===== src/rtl/csp_pkg.sv =====
// Shared types and defaults for the CSP channel slice.
package csp_pkg;

    typedef enum logic {P4PHASE_BD, P2PHASE_BD} hs_protocol_e;

    typedef enum logic [1:0] {IDLE, OFFER, DONE} chan_state_e;

    localparam int unsigned CSP_DEFAULT_WIDTH = 11;

endpackage


===== src/rtl/csp_chan_fsm.sv =====
// Handshake sequencer for one CSP channel: tracks state, drives the
// registered rcv_req/snd_ack, and follows request/ack transitions in
// 2-phase mode. Emits a capture strobe (payload must be latched) and a
// token_done strobe (Send/Receive pair completes on this edge).
module csp_chan_fsm
    import csp_pkg::*;
#(
    parameter hs_protocol_e HS_PROTOCOL = P4PHASE_BD
) (
    input  logic clk,
    input  logic rst,
    input  logic snd_req,
    input  logic rcv_ack,
    output logic snd_ack,
    output logic rcv_req,
    output logic capture,
    output logic token_done
);

    chan_state_e state;
    logic        snd_req_seen;
    logic        rcv_ack_seen;
    logic        req_pending;
    logic        ack_pending;

    // Decode pending request/ack events and the strobes the top level consumes.
    always_comb begin
        req_pending = 1'b0;
        ack_pending = 1'b0;
        if (HS_PROTOCOL == P2PHASE_BD) begin
            req_pending = snd_req ^ snd_req_seen;
            ack_pending = rcv_ack ^ rcv_ack_seen;
        end else begin
            req_pending = snd_req;
            ack_pending = rcv_ack;
        end
        capture    = (state == IDLE)  && req_pending;
        token_done = (state == OFFER) && ack_pending;
    end

    // Channel state machine with registered handshake outputs.
    always_ff @(posedge clk) begin
        if (rst) begin
            state        <= IDLE;
            snd_ack      <= 1'b0;
            rcv_req      <= 1'b0;
            snd_req_seen <= 1'b0;
            rcv_ack_seen <= 1'b0;
        end else begin
            case (state)
                IDLE: begin
                    // Keep the ack tracker in step so that ack toggles seen
                    // while idle never count as a completion later.
                    rcv_ack_seen <= rcv_ack;
                    if (capture) begin
                        snd_req_seen <= snd_req;
                        state        <= OFFER;
                        if (HS_PROTOCOL == P2PHASE_BD) begin
                            rcv_req <= ~rcv_req;
                        end else begin
                            rcv_req <= 1'b1;
                        end
                    end
                end
                OFFER: begin
                    if (token_done) begin
                        rcv_ack_seen <= rcv_ack;
                        if (HS_PROTOCOL == P2PHASE_BD) begin
                            snd_ack <= ~snd_ack;
                            state   <= IDLE;
                        end else begin
                            snd_ack <= 1'b1;
                            rcv_req <= 1'b0;
                            state   <= DONE;
                        end
                    end
                end
                DONE: begin
                    if (!snd_req && !rcv_ack) begin
                        snd_ack <= 1'b0;
                        state   <= IDLE;
                    end
                end
                default: begin
                    state <= IDLE;
                end
            endcase
        end
    end

endmodule


===== src/rtl/csp_channel.sv =====
// Point-to-point CSP channel: bundled-data req/ack rendezvous between one
// sender and one receiver, with a registered payload that stays stable while
// rcv_req is asserted.
// Optional build macro CSP_CHANNEL_STATS_EN adds the tok_cnt port and a
// 32-bit completed-token counter.
module csp_channel
    import csp_pkg::*;
#(
    parameter int unsigned  WIDTH       = CSP_DEFAULT_WIDTH,
    parameter hs_protocol_e HS_PROTOCOL = P4PHASE_BD
) (
    input  logic             clk,
    input  logic             rst,
    input  logic             snd_req,
    input  logic [WIDTH-1:0] snd_data,
    output logic             snd_ack,
    output logic             rcv_req,
    output logic [WIDTH-1:0] rcv_data,
    input  logic             rcv_ack
`ifdef CSP_CHANNEL_STATS_EN
    ,
    output logic [31:0]      tok_cnt
`endif
);

    logic capture;
    logic token_done;

    csp_chan_fsm #(
        .HS_PROTOCOL (HS_PROTOCOL)
    ) u_fsm (
        .clk        (clk),
        .rst        (rst),
        .snd_req    (snd_req),
        .rcv_ack    (rcv_ack),
        .snd_ack    (snd_ack),
        .rcv_req    (rcv_req),
        .capture    (capture),
        .token_done (token_done)
    );

    // Payload register: loads only when a token is accepted in IDLE.
    always_ff @(posedge clk) begin
        if (rst) begin
            rcv_data <= '0;
        end else if (capture) begin
            rcv_data <= snd_data;
        end
    end

`ifdef CSP_CHANNEL_STATS_EN
    // Completed-token counter, wraps naturally at 2^32.
    always_ff @(posedge clk) begin
        if (rst) begin
            tok_cnt <= '0;
        end else if (token_done) begin
            tok_cnt <= tok_cnt + 32'd1;
        end
    end
`endif

endmodule


===== config.mk =====
export PLATFORM = sky130hd
export DESIGN_NAME = csp_channel
export DESIGN_NICKNAME = d
export VERILOG_FILES = /design/src/rtl/csp_pkg.sv /design/src/rtl/csp_chan_fsm.sv /design/src/rtl/csp_channel.sv
export SDC_FILE = /design/constraint.sdc
export NUM_CORES = 1
export LEC_CHECK = 0
export ABC_AREA = 1
export CORE_UTILIZATION = 39
export CTS_BUF_LIST = sky130_fd_sc_hd__clkbuf_16
export CTS_CLUSTER_SIZE = 24
export DETAILED_ROUTE_END_ITERATION = 16
export PLACE_DENSITY = 0.78
export RECOVER_POWER = 50
export SLEW_MARGIN = 10
export SYNTH_ARGS = -nofsm -noshare
export SYNTH_HDL_FRONTEND = slang
export SYNTH_HIERARCHICAL = 1
export SYNTH_SLANG_ARGS = --single-unit

===== constraint.sdc =====
create_clock -name clk -period 1.15 [get_ports clk]
set_input_delay 0.115 -clock clk [delete_from_list [all_inputs] [get_ports clk]]
set_output_delay 0.115 -clock clk [all_outputs]
set_load 0.005 [all_outputs]

# After elaboration in Yosys (flattened, before gate mapping)

Cells that the tools add are included.
Widths: inputs -> output; s select.

Register bits after elaboration: 15
Input port bits: 15
Output and inout bits: 13
Logic and storage cells: 30

Equality and inequality tests: 5
Mux-type cells: 10
Reduce and logical (&&, ||, !) cells: 11

Operator list:

| operator           | number |
|---|---|
| $reduce_and 3->1   | 3 |
| $mux 2             | 3 |
| $pmux 2 s3         | 1 |
| $mux 1             | 4 |
| $ne 2x2->1 const B | 2 |
| $pmux 1 s2         | 2 |
| $reduce_bool 2->1  | 2 |
| $logic_and 1x1->1  | 3 |
| $eq 2x1->1 const B | 1 |
| $eq 2x2->1 const B | 1 |
| $logic_not 1->1    | 2 |
| $logic_not 2->1    | 1 |
| $ne 2x1->1 const B | 1 |

# Longest topological paths before layout

Depth in word-level cells: 4
Mapped depth: 7
Gate-level depth less buffers: 6

# By module

The synthesis kept the hierarchy.

Modules (own cells, without submodules):

| module       | instances | cells each | area each (um^2) | sequential area each (um^2) |
|---|---|---|---|---|
| csp_channel  | 1         | 70         | 457.9            | 220.2 |
| csp_chan_fsm | 1         | 23         | 163.9            | 80.1 |

# Worst setup path after synthesis

No wires, ideal clock.

Path type: register to register
From: reg u_fsm.state[0]
To: reg rcv_data[0]
Library setup time: 0.113 ns
Arrival time: 0.852 ns
Data required time: 1.037 ns
Setup slack: 0.185 ns
Stages on the path, launching flop included: 8
Buffers on the path: 1
Clock period less this slack: 0.965 ns
Cell sequence: dfxtp_1 -> inv_1 -> nand3_1 -> inv_1 -> buf_6 -> nand2_1 -> nand2_1 -> nor2_1

Cells in the longest elaborated chain, start to end: 2

Ends and longest elaborated chain:

| item                   | line               | RTL |
|---|---|---|
| start, declared        | csp_chan_fsm.sv:20 | `chan_state_e state;` |
| start signal, assigned | csp_chan_fsm.sv:44 | `state <= IDLE;` |
| start signal, assigned | csp_chan_fsm.sv:57 | `state <= OFFER;` |
| start signal, assigned | csp_chan_fsm.sv:70 | `state <= IDLE;` |
| $logic_not 2->1        | csp_chan_fsm.sv:37 | `capture = (state == IDLE) && req_pending;` |
| $logic_and 1x1->1      | csp_chan_fsm.sv:37 |  |
| net capture            | csp_channel.sv:26  | `logic capture;` |
| end signal, assigned   | csp_channel.sv:47  | `rcv_data <= snd_data;` |
| end, declared          | csp_channel.sv:18  | `output logic [WIDTH-1:0] rcv_data,` |

The timed path passes the listed nets, and every way through them passes these cells.
A chain may end at the register's enable or synchronous reset.

# Worst setup path after layout

Ends and elaborated chain as after synthesis.

==> results.sh <==
export IMPL_gp_congestion=0.7985
export IMPL_vias_per_cell=4.393
export IMPL_fin_crit_sh_pct=86.53
export IMPL_status="finished clean"
export IMPL_dp_hpwl_microns=908.8
export IMPL_cts_root_buf="clkbuf_16"
export IMPL_tightest_slew_ns=0.3141
export IMPL_gr_total_overflow=0
export IMPL_setup_violations=0
export IMPL_drive_gt1_share_pct=8.065
export IMPL_finalNetCount=140
export IMPL_hp_class="reg2reg"
export IMPL_p_total_mw=1.504
export IMPL_cp_max_fo=22
export IMPL_fin_tns_setup_ns=0
export IMPL_grt_util_all_layers_pct=15.56
export IMPL_grt_pass1_vias=524
export IMPL_power_density_nw_per_um2=1522
export IMPL_rsz0062_at_grt="false"
export IMPL_nFillCells=133
export IMPL_num_antenna_cells=0
export IMPL_synth_cell_area_sq_um=618.1
export IMPL_core_area_sq_um=1489
export IMPL_syn_avg_cell_area_sq_um=6.718
export IMPL_cts_tree="built"
export IMPL_area_growth_pct=59.92
export IMPL_peakVddDrop_uv=1002
export IMPL_fp_dieH_microns=41.81
export IMPL_design_area_sq_um=988.4
export IMPL_arrival_ns=1.14
export IMPL_hold_viol_final=0
export IMPL_drc_errors=0
export IMPL_crit_path_end_kind="register"
export IMPL_timing_hold_ws_ns=0.4540
export IMPL_fin_crit_ns=0.9952
export IMPL_finClkSkew_ns=0.006269
export IMPL_placed_area_sq_um=923.4
export IMPL_wl_per_cell_microns=9.479
export IMPL_drv_slew=0
export IMPL_fp_dieArea_sq_um=1748
export IMPL_cts_inserted_buffers=3
export IMPL_cts_setup_buffers=0
export IMPL_synth_nets=107
export IMPL_initial_core_util_pct=41.51
export IMPL_antenna_found_initial=0
export IMPL_cts_sinks=15
export IMPL_grt_start_max_net_pins=23
export IMPL_dr_pass1_iters=4
export IMPL_die_w_microns=41.81
export IMPL_clkLatencyLatePin_ns=0.24
export IMPL_drv_cap=0
export IMPL_yosys_warnings=6
export IMPL_vias=615
export IMPL_power_leakage_nw=0.5355
export IMPL_critPathLaunchType="register"
export IMPL_worst_setup_path_type="reg2reg"
export IMPL_dp_slack_ns=-0.08125
export IMPL_clock_fmax_mhz=1005
export IMPL_critPathRequiredTime_ns=1.29
export IMPL_routed_wl_microns=1327
export IMPL_io_buffers=27
export IMPL_syn_inst=92
export IMPL_drtIter0Drc=6
export IMPL_clk_pin_slew_worst_paths_ns=0.05
export IMPL_clock_path_buffers=2
export IMPL_cts_max_level=1
export IMPL_postRouteAntennaNets=0
export IMPL_ios=28
export IMPL_slew_headroom_pct=79.04
export IMPL_grt_pass1_wl_microns=2049
export IMPL_rows=14
export IMPL_setup_ws_ns=0.1548
## placed cells by master, fill, tap and decap left out, drive strengths merged
| cell type | n |
|---|---|
| o21ai | 1 |
| clkdlybuf4s50 | 14 |
| nor2 | 25 |
| clkbuf | 3 |
| dlygate4sd2 | 13 |
| nand3 | 1 |
| a21oi | 4 |
| buf | 4 |
| dfxtp | 15 |
| inv | 17 |
| nand2 | 27 |
## through the flow
step	instances	util (%)
after floorplan	92	-
after global placement	136	62.02
after detailed placement	136	62.02
after CTS	140	66.39
after global routing	140	66.39
final	140	66.39
## area by class of cell
class	instances	area, sq um	share of cell area [%]
Timing Repair Buffer	31	296.5	30.00
Tap cell	16	20.02	2.025
Inverter	16	60.06	6.076
Clock inverter	1	3.754	0.3797
Clock buffer	3	75.07	7.595
Multi-Input combinational cell	58	232.7	23.54
Sequential cell	15	300.3	30.38
## worst max-delay path, stage by stage, from the launching register on
cell     delay [ns]
dfxtp_1        0.31
inv_1          0.09
nand3_2        0.09
inv_2          0.07
buf_12         0.14
nand2_1        0.07
nand2_1        0.07
nor2_1         0.05
## metal layers
metal  wire length, microns  GRT usage (%)  vias up
li1                       -              -      329
met1                    589          17.03      271
met2                    672          25.94       13
met3                     51          5.217        2
met4                     13          9.032        0
met5                      0              0        -
## sequential cells by signal (all words and copies together) (netlist names)
name and count:
u_fsm/snd_ack 1, u_fsm/rcv_req 1, rcv_data 11, u_fsm/state 2
## power breakdown
| group | internal, mW | switching [mW] | leakage, nW | total (mW) |
|---|---|---|---|---|
| Clock | 0.460 | 0.201 | 0.0423 | 0.661 |
| Combinational | 0.142 | 0.110 | 0.369 | 0.252 |
| Sequential | 0.568 | 0.0230 | 0.124 | 0.591 |
## worst paths after layout
path                  startpoint            end  slack, ns  cells after the start
setup / recovery  u_fsm/state[0]    rcv_data[0]       0.15                      7
hold / removal     u_fsm/rcv_req  u_fsm/rcv_req       0.45                      2
setup reg to reg  u_fsm/state[0]    rcv_data[0]       0.15                      7
hold reg to reg    u_fsm/rcv_req  u_fsm/rcv_req       0.45                      2
## repair_timing
action | 4_1_cts | 5_1_grt
hold buffers | 0 | 0
setup endpoints to repair | 13 | 3
gates resized for setup | 15 | 2
(Power assumes the default switching activity.)
